===== config.mk =====
export PLATFORM = sky130hd
export DESIGN_NAME = ifetch_sequencer
export DESIGN_NICKNAME = d
export VERILOG_FILES = /design/src/rtl/cpu_pkg.sv /design/src/rtl/ifetch_npc.sv /design/src/rtl/ifetch_sequencer.sv
export SDC_FILE = /design/constraint.sdc
export NUM_CORES = 1
export LEC_CHECK = 0
export CAP_MARGIN = 10
export CELL_PAD_IN_SITES_DETAIL_PLACEMENT = 1
export CELL_PAD_IN_SITES_GLOBAL_PLACEMENT = 1
export CORE_MARGIN = 2
export CORE_UTILIZATION = 30
export CTS_BUF_LIST = sky130_fd_sc_hd__clkbuf_4 sky130_fd_sc_hd__clkbuf_8
export DETAILED_ROUTE_END_ITERATION = 8
export PLACE_DENSITY_LB_ADDON = 0.1
export SLEW_MARGIN = 15
export SYNTH_ARGS = -nofsm -noshare
export SYNTH_HDL_FRONTEND = slang
export SYNTH_SLANG_ARGS = --single-unit
export TNS_END_PERCENT = 20

===== constraint.sdc =====
create_clock -name Clk -period 3.4 [get_ports Clk]
set_input_delay 0.34 -clock Clk [delete_from_list [all_inputs] [get_ports Clk]]
set_output_delay 0.34 -clock Clk [all_outputs]
set_load 0.02 [all_outputs]

===== src/rtl/cpu_pkg.sv =====
// Shared CPU definitions: next-PC select encodings, fetch FSM states,
// instruction field positions and the default reset PC.
package cpu_pkg;

  localparam logic [1:0] PCSRC_SEQ = 2'b00;
  localparam logic [1:0] PCSRC_BR  = 2'b01;
  localparam logic [1:0] PCSRC_J   = 2'b10;

  localparam int OP_MSB   = 31;
  localparam int OP_LSB   = 26;
  localparam int FUNC_MSB = 5;
  localparam int FUNC_LSB = 0;
  localparam int JIDX_W   = 26;

  localparam logic [31:0] CPU_RESET_PC = 32'h0000_0000;

  typedef enum logic [1:0] {
    ST_FETCH = 2'd0,
    ST_ISSUE = 2'd1,
    ST_ERROR = 2'd2
  } fetch_state_e;

  function automatic logic [OP_MSB-OP_LSB:0] inst_op(input logic [31:0] inst);
    return inst[OP_MSB:OP_LSB];
  endfunction

  function automatic logic [FUNC_MSB-FUNC_LSB:0] inst_func(input logic [31:0] inst);
    return inst[FUNC_MSB:FUNC_LSB];
  endfunction

endpackage


===== src/rtl/ifetch_npc.sv =====
// Combinational next-PC logic: PC+4, word-offset branch target and
// pseudo-direct jump target, selected by the control unit's Pcsrc.
module ifetch_npc
  import cpu_pkg::*;
(
  input  logic [31:0]       pc_i,
  input  logic [JIDX_W-1:0] jidx_i,
  input  logic [31:0]       imm_i,
  input  logic [1:0]        pcsrc_i,
  output logic [31:0]       pc4_o,
  output logic [31:0]       next_pc_o
);

  logic [31:0] br_target;
  logic [31:0] j_target;

  // All adds wrap modulo 2^32; there is deliberately no overflow detection.
  assign pc4_o     = pc_i + 32'd4;
  assign br_target = pc4_o + (imm_i << 2);
  assign j_target  = {pc4_o[31:28], jidx_i, 2'b00};

  always_comb begin
    case (pcsrc_i)
      PCSRC_SEQ: next_pc_o = pc4_o;
      PCSRC_BR:  next_pc_o = br_target;
      default:   next_pc_o = j_target;
    endcase
  end

endmodule


===== src/rtl/ifetch_sequencer.sv =====
// Instruction fetch / PC sequencer: req/ack fetch from imem, hold Inst for
// decode until retired. Optional fetch timeout under `IFETCH_TIMEOUT_EN.
module ifetch_sequencer
  import cpu_pkg::*;
#(
  parameter logic [31:0] RESET_PC = CPU_RESET_PC
`ifdef IFETCH_TIMEOUT_EN
  ,
  parameter int unsigned TIMEOUT = 16
`endif
) (
  input  logic        Clk,
  input  logic        Clrn,
  output logic        Imem_req,
  output logic [31:0] Imem_addr,
  input  logic        Imem_ack,
  input  logic [31:0] Imem_rdata,
  output logic [31:0] Inst,
  output logic        Inst_valid,
  input  logic        Inst_ready,
  input  logic [1:0]  Pcsrc,
  input  logic [31:0] Imm,
  output logic [31:0] Pc,
  output logic [31:0] Pc4,
  output logic        Fetch_err
);

  fetch_state_e state_q, state_d;
  logic [31:0]  pc_q, pc_d;
  logic [31:0]  inst_q, inst_d;
  logic [31:0]  next_pc;

`ifdef IFETCH_TIMEOUT_EN
  localparam int CNT_W = (TIMEOUT > 1) ? $clog2(TIMEOUT) : 1;
  logic [CNT_W-1:0] cnt_q, cnt_d;
`endif

  ifetch_npc u_npc (
    .pc_i      (pc_q),
    .jidx_i    (inst_q[JIDX_W-1:0]),
    .imm_i     (Imm),
    .pcsrc_i   (Pcsrc),
    .pc4_o     (Pc4),
    .next_pc_o (next_pc)
  );

  // NOTE: every output and next-state signal gets a default before the case,
  // so no path through the block leaves one unassigned (no latches).
  always_comb begin
    state_d    = state_q;
    pc_d       = pc_q;
    inst_d     = inst_q;
    Imem_req   = 1'b0;
    Inst_valid = 1'b0;
    Fetch_err  = 1'b0;
`ifdef IFETCH_TIMEOUT_EN
    cnt_d      = '0;
`endif
    case (state_q)
      ST_FETCH: begin
        Imem_req = 1'b1;
        if (Imem_ack) begin
          inst_d  = Imem_rdata;
          state_d = ST_ISSUE;
        end
`ifdef IFETCH_TIMEOUT_EN
        else if (cnt_q == CNT_W'(TIMEOUT - 1)) begin
          state_d = ST_ERROR;
        end else begin
          cnt_d = cnt_q + 1'b1;
        end
`endif
      end
      ST_ISSUE: begin
        Inst_valid = 1'b1;
        if (Inst_ready) begin
          pc_d    = next_pc;
          state_d = ST_FETCH;
        end
      end
`ifdef IFETCH_TIMEOUT_EN
      // Terminal state: only Clrn brings the fetcher back.
      ST_ERROR: Fetch_err = 1'b1;
`endif
      default: state_d = ST_FETCH;
    endcase
  end

  // NOTE: sequential state uses non-blocking assignments so every register
  // samples the pre-edge value of its inputs, independent of statement order.
  always_ff @(posedge Clk or negedge Clrn) begin
    if (!Clrn) begin
      state_q <= ST_FETCH;
      pc_q    <= {RESET_PC[31:2], 2'b00};
      inst_q  <= '0;
    end else begin
      state_q <= state_d;
      pc_q    <= pc_d;
      inst_q  <= inst_d;
    end
  end

`ifdef IFETCH_TIMEOUT_EN
  always_ff @(posedge Clk or negedge Clrn) begin
    if (!Clrn) cnt_q <= '0;
    else       cnt_q <= cnt_d;
  end
`endif

  assign Imem_addr = pc_q;
  assign Pc        = pc_q;
  assign Inst      = inst_q;

endmodule

### After elaboration in Yosys (flattened, before gate mapping)

Index checks and enable logic that the tools add are counted.

* word-level logic and storage cells: 20
* register bits: 66
* bits of input ports: 70
* output and inout port bits: 131

* equality and inequality tests: 4
* add/sub/neg operators: 2
* multiplexer cells: 6
* reductions and logical operators: 5

Operator list (number)
* one-hot mux 32 bit (2 select lines): 1
* adder 32 x 3 -> 32 bit, second input constant: 1
* adder 32 bit: 1
* AND reduction 2 bit: 3
* == test 2 x 1 -> 1 bit, second input constant: 2
* logical NOT 2 bit: 2
* 2-to-1 mux 2 bit: 2
* inequality test 2 bit, second input constant: 2
* one-hot mux 2 bit (2 select lines): 1
* 2-to-1 mux 1 bit: 2

### Longest topological paths before layout

Gate-level depths: netlist of the first run.

* depth after elaboration: 3
* gate-level depth with buffers: 17
* mapped depth without buffers: 16

### Modules after synthesis

Synthesis of the first run repeated with hierarchy kept, for this count alone.

* cells, all modules: 580
* area total of the unflattened synthesis: 5385.2 sq um

By module, submodules not included
* ifetch_npc: sequential area each 0.0 sq um, cells an instance 406, area an instance 2711.4 sq um, times used 1
* ifetch_sequencer: sequential area each 1626.6 sq um, cells an instance 174, area an instance 2673.8 sq um, times used 1

### Least setup slack after synthesis of the first run

Ideal clock, no wire load.

* path kind: register -> register
* start point: reg pc_q[3] (netlist: Imem_addr[3])
* end point: reg pc_q[31] (netlist: Imem_addr[31])
* clock period less this slack: 4.129 ns
* required time: 3.319 ns
* data arrival time: 4.048 ns
* library setup time: 0.081 ns
* path buffers: 1
* slack: -0.729 ns
* stages on the path, launching flop included: 17
* path through: dfrtp_1 -> ha_1 -> nand4_4 -> nor4_4 -> and2_1 -> buf_6 -> nand3_1 -> xnor2_1 -> ha_1 -> a211oi_1 -> o21ai_0 -> a221oi_1 -> nand4_1 -> o31a_1 -> o211ai_1 -> mux2i_1 -> xnor2_1

* word-level cells in the longest chain between the ends: 3

RTL lines
* from (decl): line ifetch_sequencer.sv:29 `logic [31:0] pc_q, pc_d;`
* from (signal assigned): line ifetch_sequencer.sv:94 `pc_q <= {RESET_PC[31:2], 2'b00};`
* from (signal assigned): line ifetch_sequencer.sv:98 `pc_q <= pc_d;`
* adder 32 x 3 -> 32 bit: line ifetch_npc.sv:18 `assign pc4_o = pc_i + 32'd4;`
* via Pc4[24]: line ifetch_sequencer.sv:24 `output logic [31:0] Pc4,`
* adder 32 bit: line ifetch_npc.sv:19 `assign br_target = pc4_o + (imm_i << 2);`
* one-hot mux 32 bit (2 select lines): line ifetch_npc.sv:23 `case (pcsrc_i)`

The timed path passes the listed nets, and every way through them passes these cells.
A chain may end at the register's enable or synchronous reset.

### Worst setup path in the final report of the first run

* start point: reg pc_q[2] (netlist: Imem_addr[2])
* end point: reg pc_q[31] (netlist: Imem_addr[31])

* word-level cells in the longest chain between the ends: 3

RTL lines (line)
* adder 32 x 3 -> 32 bit *: ifetch_npc.sv:18
* adder 32 bit: ifetch_npc.sv:19
* one-hot mux 32 bit (2 select lines) *: ifetch_npc.sv:23

Every way passes the cells marked *; elsewhere a longest branch is shown, timed or not.

==> reports/qor.yml, run 1 <==
run_status:
  run_status: "complete, but fails checks"
  violations: "negative setup slack"
synth:
  compound_cell_area_share_of_the_yosys_netlist: 0.203
  ys.flop_type: "sky130_fd_sc_hd__dfrtp_1"
  synth_top_cells_by_count: "sky130_fd_sc_hd__dfrtp_1 (63), sky130_fd_sc_hd__nand2_1 (56), sky130_fd_sc_hd__o21ai_0 (52), sky130_fd_sc_hd__a21oi_1 (42), sky130_fd_sc_hd__buf_4 (37)"
  yosysMostFrequentCell: "sky130_fd_sc_hd__dfrtp_1"
  synth_unique_cells: 64
  synth_warnings: 0
  post-synth-top-area-cell: "sky130_fd_sc_hd__dfrtp_1"
  synth_area_sq_um: 5360
  post_synth_inst_count: 616
  synth-async-reset-ratio: 1.00
  synth.yosys.seq_area_share: 0.294
  synth_simple_gate_area_frac: 0.168
  synthXorXnorAreaFrac: 0.0850
  yosys-top-cells-area: "sky130_fd_sc_hd__dfrtp_1 (29%), sky130_fd_sc_hd__ha_1 (8.2%), sky130_fd_sc_hd__mux2_2 (6.9%)"
  yosys.area_share.adder: 0.0855
  dominant_combinational_cell_family_by_area_after_synthesis: "compound AO/OA/AOI/OAI gates"
  share_of_synthesized_area_spent_on_multiplexers: 0.0787
  number_of_enable_type_register_cells_in_the_synthesized_netlist: 0
  syn-mean-instance-area_sq_um: 8.70
  synth_largest_type_area_fraction: 0.294
  synth_seq_cells: 63
sta:
  fin_worst_hold_slack_ps: 10.1
  period_minus_slack_ps: 3560
  period_share: 1.05
  report.final.slew_viol_count: 0
  final_hold_violating_endpoints: 0
  worst_pin_slew_ps: 742
  maxClockFrequency_ghz: 0.281
  setup_ws_ps: -164
  clock_skew_ps: 13.7
  grt_setup_unrepaired: "yes"
  setup_viol: 8
  maxSlewHeadroom: 0.504
floorplan:
  core_region_area_sq_um: 17400
  floorplan.initialDensity: 0.309
  placementRows: 48
  dieArea_sq_um: 18900
  io_pins: 201
  die_width_microns: 138
  die-height_microns: 138
clock_network:
  cts_hold_buf: 0
  clk_latency_ps: 370
  tritoncts: "built"
  cts_sinks: 63
  cts_max_level: 3
  cts_max_path_buffers: 2
  cts_inserted_buffers: 9
  cts_root_buffer: "sky130_fd_sc_hd__clkbuf_8"
  clk_pin_slew_ps: 90
final_layout:
  final_layout_size_suffix_gt1_frac: 0.328
  seq_area_sq_um: 1590
  antenna-diode-count: 0
  stdcell_count: 1149
  multi_input_comb_area_sq_um: 3940
  area_growth_syn_to_layout_pct: 71.1
  final.fill_count: 1966
  finish.net_count: 1025
worst_setup_path:
  timing.reg2reg.setup_slack_ps: -160
  critical_path.startpoint_type: "register"
  crit_path_end_kind: "register"
  critPathKind: "register to register"
  r2r_path_end: "Imem_addr[31]"
  timing.rr.start: "Imem_addr[2]"
  cp_data_arrival_time_ps: 3850
  crit_fanout: 4
  crit_required_ps: 3680
  reg2reg_depth: 17
global_routing:
  grt_overflow_total: 0
  globalRoute.busiestLayer: "met2"
  grt_use_met1: 0.315
  met2_usage: 0.404
  grt_use_met3: 0.0427
  grt_pass1_vias: 6225
  grt_usage: 0.240
  antenna_violations_before_repair: 1
  grt_pass1_wl_mm: 34.7
  grt_start_max_net_pins: 36
power_and_ir_drop:
  power_density_over_the_cells_nw_per_um2: 839
  worst_ir_drop_vdd_mv: 0.358
  p_leak_uw: 0.00389
routing:
  detailedRoute.firstPassIterationCount: 4
  dr_total_vias: 5935
  detail_route.wl_per_cell_microns: 20.0
  detail-route-antenna-nets: 0
  drt_first_iter_violations: 224
  detail_route.drc_violations: 0
  route.final.wire_length_mm: 23.0
  viasPerCell: 5.17
placement:
  gp_routability_congestion: 0.925
  dp_hpwl_mm: 17.6
  placed_cell_count: 1111
  preCtsSetupSlack_ps: -225
  port_buffers: 191
min_path:
  hold_class: "primary input to async pin"
flow_run:
  max_cap_viol_count: 0
[through the flow]
step	util	total power (uW)	setup TNS (ps)	area, sq um
finish	0.528	7700	-469	9170
global route	0.528	8170	-2470	9170
CTS	0.505	7350	-330	8770
detailed placement	0.487	6520	-1410	8450
global placement	0.487	6410	-500	8450
floorplan	-	4120	-19.1	5630
[how the worst max path moves through the flow]
stage | endpoint | start | slack [ps]
2_1_floorplan | Imem_addr[31] | Imem_addr[3] | -20
3_3_place_gp | Imem_addr[31] | Imem_addr[9] | -90
3_5_place_dp | Imem_addr[31] | Imem_addr[2] | -230
4_1_cts | Imem_addr[31] | Imem_addr[9] | -120
5_1_grt | Imem_addr[31] | Imem_addr[2] | -330
6_report | Imem_addr[31] | Imem_addr[2] | -160
[placed cells by master (no fill, tap or decap), types with 4 or more instances in the layout]
master | netlist | routed
sky130_fd_sc_hd__a21o_1 | 9 | 9
sky130_fd_sc_hd__and3_1 | 10 | 9
sky130_fd_sc_hd__xnor2_2 | 0 | 9
sky130_fd_sc_hd__ha_1 | 35 | 24
sky130_fd_sc_hd__inv_1 | 17 | 17
sky130_fd_sc_hd__o211ai_1 | 5 | 5
sky130_fd_sc_hd__nor2_1 | 30 | 27
sky130_fd_sc_hd__o21ai_0 | 52 | 41
sky130_fd_sc_hd__nor2b_1 | 7 | 5
sky130_fd_sc_hd__xnor2_1 | 31 | 20
sky130_fd_sc_hd__conb_1 | 1 | 7
sky130_fd_sc_hd__xor2_2 | 0 | 5
sky130_fd_sc_hd__dfrtp_1 | 63 | 50
sky130_fd_sc_hd__o21ai_2 | 0 | 4
sky130_fd_sc_hd__nand3_1 | 23 | 18
sky130_fd_sc_hd__dfrtp_2 | 0 | 13
sky130_fd_sc_hd__mux2_2 | 33 | 33
sky130_fd_sc_hd__o21a_1 | 4 | 4
sky130_fd_sc_hd__o21ai_1 | 1 | 5
sky130_fd_sc_hd__a211oi_1 | 8 | 5
sky130_fd_sc_hd__a31oi_1 | 7 | 7
sky130_fd_sc_hd__o22ai_1 | 4 | 4
sky130_fd_sc_hd__ha_4 | 0 | 11
sky130_fd_sc_hd__xor2_1 | 21 | 14
sky130_fd_sc_hd__nand4_1 | 6 | 6
sky130_fd_sc_hd__clkbuf_8 | 0 | 9
sky130_fd_sc_hd__buf_4 | 37 | 157
sky130_fd_sc_hd__o21bai_1 | 5 | 4
sky130_fd_sc_hd__nand2_1 | 56 | 54
sky130_fd_sc_hd__nand3_2 | 0 | 4
sky130_fd_sc_hd__clkdlybuf4s50_1 | 0 | 187
sky130_fd_sc_hd__nor3_1 | 12 | 10
sky130_fd_sc_hd__a21oi_1 | 42 | 38
[where the power goes]
group          leakage [uW]  internal (uW)  switching, uW
Combinational       0.00307           2840           2960
Sequential         0.000733            996            213
Clock             0.0000917            344            342
[metal layers]
metal	wire length (microns)	share of wire	vias up
li1	-	-	2798
met1	9970	0.43	2913
met2	11200	0.49	183
met3	1270	0.055	39
met4	557	0.024	2
met5	11	0.00048	-
[flip-flops by register name, summed over array words and instances (netlist names)]
name / flops
Imem_addr: 30
state_q: 1
Inst: 32
[critical path, cell delays in order, from the launching register on]
cell                       delay [ps]
sky130_fd_sc_hd__dfrtp_2          410
sky130_fd_sc_hd__ha_4             170
sky130_fd_sc_hd__nand4_4          110
sky130_fd_sc_hd__nor4_4           360
sky130_fd_sc_hd__and2_4           260
sky130_fd_sc_hd__and3_4           230
sky130_fd_sc_hd__nand3_4          100
sky130_fd_sc_hd__xnor2_4          190
sky130_fd_sc_hd__ha_4             330
sky130_fd_sc_hd__nand2_4           60
sky130_fd_sc_hd__a21oi_4          130
sky130_fd_sc_hd__a221oi_4          90
sky130_fd_sc_hd__buf_4            140
sky130_fd_sc_hd__o31a_1           240
sky130_fd_sc_hd__o211ai_1         110
sky130_fd_sc_hd__buf_4            170
sky130_fd_sc_hd__mux2i_2          230
sky130_fd_sc_hd__xnor2_1          140
[final cells by class]
class,instances,area share
inverters,18,0.00737
flip-flops and latches,63,0.174
repair buffers,349,0.338
clock buffers,10,0.0143
well taps,225,0.0307
clock inverters,6,0.00682
multi-input cells,478,0.429
[logic make-up (layout without fill, tap and decap cells)]
kind of cell             after synthesis  count (layout)
other                                  1               7
adder cells (fa/ha/maj)               36              36
buffers and inverters                 81             383
AND/OR/NAND/NOR                      173             173
multiplexers                          38              38
XOR/XNOR                              52              52
flip-flops                            63              63
AO/OA/AOI/OAI                        172             172
[what timing repair did]
item,4_1_cts,5_1_grt
pin swaps,17,36
gates resized for setup,19,56
cloned,0,0
setup buffers,7,15
setup endpoints to repair,12,20
No activity file was read; power rests on OpenSTA's default activity.
==> inputs of run 2 (changes only) <==
--- a/config.mk
+++ b/config.mk
@@ -13,6 +13,7 @@
 export CTS_BUF_LIST = sky130_fd_sc_hd__clkbuf_4 sky130_fd_sc_hd__clkbuf_8
 export DETAILED_ROUTE_END_ITERATION = 8
 export PLACE_DENSITY_LB_ADDON = 0.1
+export RECOVER_POWER = 100
 export SLEW_MARGIN = 15
 export SYNTH_ARGS = -nofsm -noshare
 export SYNTH_HDL_FRONTEND = slang
==> run 2 against run 1 <==
Effect of this change: the run ends with max-capacitance violations, max-slew violations, negative setup slack left; via count fell by 0.59%; clock-buffer cell count unchanged; cell area shrank 0.15%; first-iteration DRC count is 0.89% lower; die area is the same; worst hold slack better by 370 ps; combinational power fell by 2%; critical path type unchanged; largest cell class unchanged; largest power group unchanged.
==> reports/qor.yml, run 2 (same netlist as run 1, synthesis figures left out) <==
run_status:
  run_status: "complete, but fails checks"
  violations: "max-capacitance violations, max-slew violations, negative setup slack"
worst_setup_path:
  critical_path.startpoint_type: "register"
  cp_data_arrival_time_ps: 3850  # about the same
  critPathKind: "register to register"
  crit_fanout: 4  # unchanged
  crit_required_ps: 3680  # about the same
  path_cells: "ha_4 > nand4_4 > nor4_4 > and2_4 > and3_4 > nand3_4 > xnor2_4 > ha_4 > nand2_4 > a21oi_4 > a221oi_4 > buf_4 > o31a_1 > o211ai_1 > buf_4 > mux2i_2 > xnor2_1"
  critical-path-max-stage-delay_ps: 410  # about the same
  crit_path_end_kind: "register"
  timing.critical_path.slowest_stage_cell: "sky130_fd_sc_hd__dfrtp_2"
clock_network:
  cts_root_buffer: "sky130_fd_sc_hd__clkbuf_8"
  clk_latency_ps: 370  # about the same
  clk_pin_slew_ps: 80  # about the same
  cts_max_path_buffers: 2  # unchanged
  cts_hold_buf: 0  # unchanged
  cts_max_level: 3  # unchanged
  tritoncts: "built"
  cts_sinks: 63  # unchanged
  cts_inserted_buffers: 9  # unchanged
final_layout:
  largest_reg_flops: 32  # unchanged
  finish.net_count: 1025  # unchanged
  area_growth_syn_to_layout_pct: 70.9
  mostFrequentLayoutCell: "sky130_fd_sc_hd__buf_4"
  mostFrequentLayoutCells: "sky130_fd_sc_hd__buf_4 (155), sky130_fd_sc_hd__clkdlybuf4s50_1 (109), sky130_fd_sc_hd__dlygate4sd3_1 (78)"
  final_layout_size_suffix_gt1_frac: 0.325  # -0.00325
  final.fill_count: 1968  # +0.10%
  antenna-diode-count: 0  # unchanged
  fin_util: 0.527  # -0.000793
  post-route-cell-area_sq_um: 9160  # -0.15%
floorplan:
  die_width_microns: 138  # unchanged
  core_region_area_sq_um: 17400  # unchanged
  dieArea_sq_um: 18900  # unchanged
  floorplan.initialDensity: 0.309  # unchanged
  placementRows: 48  # unchanged
  die-height_microns: 138  # unchanged
  io_pins: 201  # unchanged
placement:
  dp_hpwl_mm: 17.6  # unchanged
  gp_routability_congestion: 0.925  # unchanged
  port_buffers: 191  # unchanged
  dpl_cell_area_sq_um: 8450  # unchanged
sta:
  maxSlewHeadroom: -0.100  # -0.605
  period_share: 1.05  # about the same
  period_minus_slack_ps: 3560  # +0.0990 ps
  worst_pin_slew_ps: 1650  # +909 ps
  maxClockFrequency_ghz: 0.281  # about the same
  report.final.slew_viol_count: 49  # +49
  setup_viol: 8  # unchanged
  setup_ws_ps: -164  # -0.0990 ps
  final_hold_violating_endpoints: 0  # unchanged
  clock_skew_ps: 12.6  # -1.09 ps
  grt_setup_unrepaired: "yes"
power_and_ir_drop:
  power.share.switching: 0.463  # +0.00595
  p_leak_uw: 0.00394  # +1.1%
  power_density_over_the_cells_nw_per_um2: 827  # -1.5%
  p_int_uw: 4070  # -2.7%
  pwr-share-clk: 0.091  # +0.002
  power_frac_comb: 0.750  # -0.004
  pwr-share-seq: 0.159  # +0.002
  worst_ir_drop_vdd_mv: 0.353  # -1.4%
  switchingPower_uw: 3500  # -0.37%
global_routing:
  grt_pass1_wl_mm: 34.7  # unchanged
  grt_start_max_net_pins: 36  # unchanged
  grt_pass1_vias: 6225  # unchanged
  grt_usage: 0.240  # unchanged
  antenna_violations_before_repair: 1  # unchanged
  grt_overflow_total: 0  # unchanged
routing:
  detail-route-antenna-nets: 0  # unchanged
  viasPerCell: 5.13  # -0.59%
  drt_first_iter_violations: 222  # -0.89%
  detail_route.wl_per_cell_microns: 20.0  # -0.28%
  detail_route.drc_violations: 0  # unchanged
  dr_total_vias: 5900  # -0.59%
  route.final.wire_length_mm: 23.0  # -0.28%
  detailedRoute.firstPassIterationCount: 5  # +1
min_path:
  hold_class: "primary input to async pin"
flow_run:
  max_cap_viol_count: 2  # +2
## run 2: power by group through the flow
stage / clock (uW) / sequential (uW) / combinational, uW
after floorplan: 0 / 1610 / 2510
after global placement: 0 / 1200 / 5210
after detailed placement: 0 / 1220 / 5300
after CTS: 702 / 1210 / 5440
after global routing: 732 / 1240 / 6080
final: 686 / 1200 / 5680
## run 2: cell type report
| type | instances | area, sq um | area share |
|---|---|---|---|
| clock inverters | 6 | 62.6 | 0.00683 |
| repair buffers | 349 | 3090 | 0.338 |
| flip-flops and latches | 63 | 1590 | 0.174 |
| inverters | 18 | 67.6 | 0.00738 |
| clock buffers | 10 | 131 | 0.0144 |
| multi-input cells | 478 | 3930 | 0.429 |
| well taps | 225 | 282 | 0.0308 |
## run 2: per-layer routing
layer	up-vias	routed length [microns]	GRT usage
met2	163	11200	0.404
met1	2906	10000	0.315
li1	2792	-	-
met3	37	1170	0.0427
met5	-	11	0
met4	2	537	0.0687
## run 2: final timing paths
path / from / end / slack (ps) / depth (start not counted)
max: Imem_addr[2] / Imem_addr[31] / -160 / 17
min: Clrn / Inst[5] / 380 / 1
max reg2reg: Imem_addr[2] / Imem_addr[31] / -160 / 17
min reg2reg: Inst[26] / Inst[26] / 510 / 1
max in group asynchronous: Clrn / Imem_addr[29] / 1220 / 2
min in group Clk: Inst[26] / Inst[26] / 510 / 1
## run 2: repair_timing
action                                  4_1_cts  5_1_grt
setup buffers                                 7       15
pin swaps                                    17       36
endpoints found under the setup margin       12       20
hold endpoints to repair                      0        0
gates resized for setup                      19       56
## run 2: critical path: cells and delay by family (launching register included)
| kind | cells | cell delay (ps) |
|---|---|---|
| and+or+nand+nor | 6 | 1120 |
| buffers and inverters | 2 | 310 |
| AOI/OAI and AO/OA | 4 | 570 |
| DFF | 1 | 410 |
| xor gates and xnor gates | 2 | 330 |
| muxes | 1 | 230 |
| adders and majority gates | 2 | 500 |
## run 2: per-stage QoR
step	cells	total power (uW)	hold slack [ps]	setup WS, ps	setup TNS (ps)
floorplan	622	4120	44.4	-19.1	-19.1
global placement	1111	6410	410	-85.7	-500
detailed placement	1111	6520	417	-225	-1410
CTS	1134	7350	11.1	-119	-330
global route	1149	8050	523	-326	-2460
finish	1149	7570	381	-164	-516
